`config.mk`:
```
export PLATFORM = sky130hd
export DESIGN_NAME = video_timing_ctrl
export DESIGN_NICKNAME = d
export VERILOG_FILES = /design/src/rtl/video_timing_ctrl.sv
export SDC_FILE = /design/constraint.sdc
export NUM_CORES = 1
export LEC_CHECK = 0
export CORE_MARGIN = 2
export CORE_UTILIZATION = 28
export CTS_CLUSTER_DIAMETER = 60
export DETAILED_ROUTE_END_ITERATION = 7
export GPL_TIMING_DRIVEN = 0
export PLACE_DENSITY = 0.49
export SLEW_MARGIN = 40
export SYNTH_ARGS = -nofsm -noshare
export SYNTH_HDL_FRONTEND = slang
export SYNTH_SLANG_ARGS = --single-unit
```
`constraint.sdc`:
```
create_clock -name pixclk -period 1.88 [get_ports pixclk]
set_input_delay 0.47 -clock pixclk [delete_from_list [all_inputs] [get_ports pixclk]]
set_output_delay 0.47 -clock pixclk [all_outputs]
set_load 0.02 [all_outputs]
```
`src/rtl/video_timing_ctrl.sv`:
```
// Pixel-clock raster sequencer: TMDS control streams, pixel coordinates, frame markers,
// and a vertical-blanking-only access grant for the game-board update logic.
module video_timing_ctrl #(
    parameter int H_ACTIVE    = 640,
    parameter int H_FP        = 16,
    parameter int H_SYNC      = 96,
    parameter int H_BP        = 48,
    parameter int V_ACTIVE    = 480,
    parameter int V_FP        = 10,
    parameter int V_SYNC      = 2,
    parameter int V_BP        = 33,
    parameter bit HS_POL      = 1'b0,
    parameter bit VS_POL      = 1'b0,
    parameter int GUARD_LINES = 2
) (
    input  logic        pixclk,
    input  logic        rst_n,
    output logic        VDE,
    output logic [1:0]  CD,
    output logic [9:0]  pix_x,
    output logic [9:0]  pix_y,
    output logic        frame_start,
    output logic [15:0] frame_cnt,
    input  logic        upd_req,
    input  logic        upd_done,
    output logic        upd_gnt,
    output logic        upd_abort
);

    localparam int H_TOTAL = H_ACTIVE + H_FP + H_SYNC + H_BP;
    localparam int V_TOTAL = V_ACTIVE + V_FP + V_SYNC + V_BP;

    localparam logic [9:0] H_LAST  = 10'(H_TOTAL - 1);
    localparam logic [9:0] V_LAST  = 10'(V_TOTAL - 1);
    localparam logic [9:0] H_ACT   = 10'(H_ACTIVE);
    localparam logic [9:0] V_ACT   = 10'(V_ACTIVE);
    localparam logic [9:0] HS_BEG  = 10'(H_ACTIVE + H_FP);
    localparam logic [9:0] HS_END  = 10'(H_ACTIVE + H_FP + H_SYNC);
    localparam logic [9:0] VS_BEG  = 10'(V_ACTIVE + V_FP);
    localparam logic [9:0] VS_END  = 10'(V_ACTIVE + V_FP + V_SYNC);
    localparam logic [9:0] WIN_END = 10'(V_TOTAL - GUARD_LINES);

    typedef enum logic [1:0] {
        IDLE,
        PEND,
        GRANT,
        WAIT_LOW
    } state_t;

    // h/v hold the position that the output registers will show after the next edge.
    logic [9:0] h, v;
    logic [9:0] h_nxt, v_nxt;
    logic       h_wrap, v_wrap;
    logic       hs_on, vs_on;
    logic       win_close, win_ok;
    state_t     state;

    assign h_wrap = (h == H_LAST);
    assign v_wrap = (v == V_LAST);
    assign h_nxt  = h_wrap ? 10'd0 : h + 10'd1;
    assign v_nxt  = h_wrap ? (v_wrap ? 10'd0 : v + 10'd1) : v;

    assign hs_on = (h >= HS_BEG) && (h < HS_END);
    assign vs_on = (v >= VS_BEG) && (v < VS_END);

    // Closing edge: the output is about to show the first guard line.
    assign win_close = (h == 10'd0) && (v == WIN_END);
    // Granting on the closing edge would leave upd_gnt high outside the window.
    assign win_ok    = (pix_y >= V_ACT) && (pix_y < WIN_END) && !win_close;

    always_ff @(posedge pixclk) begin
        if (!rst_n) begin
            h           <= '0;
            v           <= '0;
            VDE         <= 1'b0;
            CD          <= {~VS_POL, ~HS_POL};
            pix_x       <= '0;
            pix_y       <= '0;
            frame_start <= 1'b0;
            frame_cnt   <= '0;
        end else begin
            h           <= h_nxt;
            v           <= v_nxt;
            VDE         <= (h < H_ACT) && (v < V_ACT);
            CD          <= {vs_on ? VS_POL : ~VS_POL, hs_on ? HS_POL : ~HS_POL};
            pix_x       <= h;
            pix_y       <= v;
            frame_start <= (h == 10'd0) && (v == 10'd0);
            if (h_wrap && v_wrap)
                frame_cnt <= frame_cnt + 16'd1;
        end
    end

    always_ff @(posedge pixclk) begin
        if (!rst_n) begin
            state     <= IDLE;
            upd_gnt   <= 1'b0;
            upd_abort <= 1'b0;
        end else begin
            upd_abort <= 1'b0;
            case (state)
                IDLE: begin
                    if (upd_req) begin
                        if (win_ok) begin
                            state   <= GRANT;
                            upd_gnt <= 1'b1;
                        end else begin
                            state <= PEND;
                        end
                    end
                end
                PEND: begin
                    if (win_ok) begin
                        state   <= GRANT;
                        upd_gnt <= 1'b1;
                    end
                end
                GRANT: begin
                    // A normal release takes priority over the window closing.
                    if (upd_done || !upd_req) begin
                        state   <= WAIT_LOW;
                        upd_gnt <= 1'b0;
                    end else if (win_close) begin
                        state     <= WAIT_LOW;
                        upd_gnt   <= 1'b0;
                        upd_abort <= 1'b1;
                    end
                end
                WAIT_LOW: begin
                    if (!upd_req)
                        state <= IDLE;
                end
                default: begin
                    state   <= IDLE;
                    upd_gnt <= 1'b0;
                end
            endcase
        end
    end

endmodule

```
==> impl_metrics.ini <==
[status]
status = completed

[sta]
tns_ns = 0
slew_viol_final = 0
finClkSkew_ns = 0.007252
final.min_clock_period_ns = 1.850
fin_crit_sh_pct = 98.38
max_freq_mhz = 540.7
setup_viol = 0
relSlewSlack_pct = 64.60
hold_violations = 0
tightest_slew_ns = 0.5310
whs_ns = 0.4442
rsz0062_at_grt = yes

[place]
numPortBuffers = 45
gp_congestion = 0.8036
place_area_um2 = 3396
place_hpwl_um = 4652
dpl.cell_count = 479

[setup_path]
worstPathRequired_ns = 2.09
cp-start-kind = register
cp-end-kind = register
arrival_ns = 2.06
cp_max_fo = 5
ff2ff_path_depth = 8
worstSetupPathType = register to register

[route]
wl_um = 6810
vias_per_cell = 4.523
drtIter0Drc = 86
drtPass1Iterations = 4
wl_per_cell_um = 13.30
ant_nets = 0
vias = 2316
drc_errors = 0

[pwr]
powerDensity_nw_per_um2 = 731.3
peakVddDrop_v = 0.0002787
leakage_nw = 1.648
total_power_mw = 2.848

[logic_synthesis]
synth_edf_count = 0
yosys.area_share.simple_pct = 29.31
ys_ff_latch = 64
yosysSeqAreaShare_pct = 46.11
avgSynthCellArea_um2 = 9.232
async_flop_share_pct = 0
synthesis.nets = 316
ys.flop_type = dfxtp_1
synthCells = 301
yosys_warnings = 0
muxShareOfSynthArea_pct = 1.126
synth_xor_area_share_pct = 7.879
synth_top_family_by_area = simple AND/OR/NAND/NOR gates
synthesis.area_um2 = 2779
synth-compound-area-share_pct = 6.844
synth.distinct_cells = 44
synthAdderAreaFrac_pct = 4.953

[finish]
area_growth_pct = 40.16
antenna_cells = 0
drive_gt1_share_pct = 19.00
nNetsFinal = 390
final_cell_mix = 53 x dfxtp_1, 37 x clkdlybuf4s50_1, 36 x nor2_1
finalInstanceArea_um2 = 3895
final_common_cell = dfxtp_1
final-instance-count-excl-fill = 512

[grt]
grt_pass1_wl_um = 11300
grt_max_degree = 11
grt_usage_pct = 13.12
busiest_layer = met2
met1_usage_pct = 17.63
antenna_found_initial = 0
grt_overflow_total = 0
use_met2_pct = 19.87
met3_usage_pct = 2.958
grt_pass1_vias = 2257

[cts]
cts_buffer_depth = 2
clk_latency_ns = 0.34
numCtsBuffers = 9
h-tree-depth = 3
cts_hold_buf = 0
cts_num_sinks = 64
cts-root-buf = clkbuf_8
clk_pin_slew_ns = 0.07
cts_tree = built

[floorplanning]
num_rows = 36
die_h_um = 103.6
die-area_um2 = 10740
start_util_pct = 28.70
core_area_um2 = 9684
die_w_um = 103.6
io-pin-count = 46

[hold_path]
min_path_cells = 1
hp-class = register to register

[flow_run]
maxCapViolCount = 0
per-layer routing:
metal / wire length, um / part of all wire, % / vias up
met5: 0 / 0 / -
met4: 124 / 1.8 / 0
met3: 209 / 3.1 / 11
met2: 3009 / 44 / 44
met1: 3466 / 51 / 1069
li1: - / - / 1192
state kept, by name (all words and copies together) (netlist names):
signal and count:
CD 2, VDE 1, frame_cnt 16, frame_start 1, h 10, pix_x 10
pix_y 10, state 2, upd_abort 1, upd_gnt 1, v 10
where the power goes:
| part | switching [mW] | total (mW) | internal (mW) |
|---|---|---|---|
| clock | 0.483 | 1.03 | 0.546 |
| sequential | 0.0346 | 1.42 | 1.39 |
| combinational | 0.214 | 0.396 | 0.182 |
worst paths after layout:
kind,from,end,slack [ns]
max,h[1],frame_cnt[14],0.03
max reg2reg,h[1],frame_cnt[14],0.03
min,h[0],h[0],0.44
min reg2reg,h[0],h[0],0.44
Yosys cell counts, types with 3 or more instances:
cell type  instances  area (um2)
a21oi_1            9       45.04
and2_1            19       118.9
and3_1            11       68.82
buf_2              6       30.03
clkbuf_1           4       15.01
dfxtp_1           64        1281
ha_1              11       137.6
inv_1             15       56.30
nand2_1           13       48.80
nand3_1           15       75.07
nand4_1           13       81.33
nor2_1            36       135.1
nor3_1             7       35.03
nor4_1             3       18.77
o21ai_0            6       30.03
o31ai_1            3       22.52
or3_1              5       31.28
or4_1              4       30.03
xnor2_1            5       43.79
xor2_1            20       175.2
area by class of cell:
class,instances,area (um2)
fillers,968,5789
multi-input cells,211,1506
flip-flops and latches,64,1300
repair buffers,64,625.6
clock buffers,15,166.4
well taps,133,166.4
plain buffers,10,73.82
inverters,15,56.30
through the flow:
step / util, % / setup WS [ns]
5_1_grt: 40.22 / -0.08191
3_5_place_dp: 35.06 / -0.3108
6_report: 40.22 / 0.03042
4_1_cts: 38.41 / -0.01857
2_1_floorplan: - / 0.008292
3_3_place_gp: 35.06 / -0.2853
what timing repair did:
action | 4_1_cts | 5_1_grt
endpoints found under the setup margin | 23 | 31
pin swaps | 11 | 12
resized for setup | 24 | 33
buffers inserted | 9 | 10
endpoints found under the hold margin | 0 | 0
cell families (layout without fill, tap and decap cells):
logic type	count (synthesis)	after routing
mux	3	3
fa+ha+maj	11	11
xor+xnor	25	25
flops	64	64
buf+inv	26	104
compound gates	29	29
simple gates	143	143
critical path, cell delays in order (launching register included):
cell and delay, ns:
dfxtp_4 0.36, ha_4 0.13, and3_4 0.19, nor4b_4 0.25, nand3_2 0.17, buf_4 0.16
buf_4 0.12, o31ai_2 0.24, a21oi_1 0.09
No activity file was read; power rests on OpenSTA's default activity.
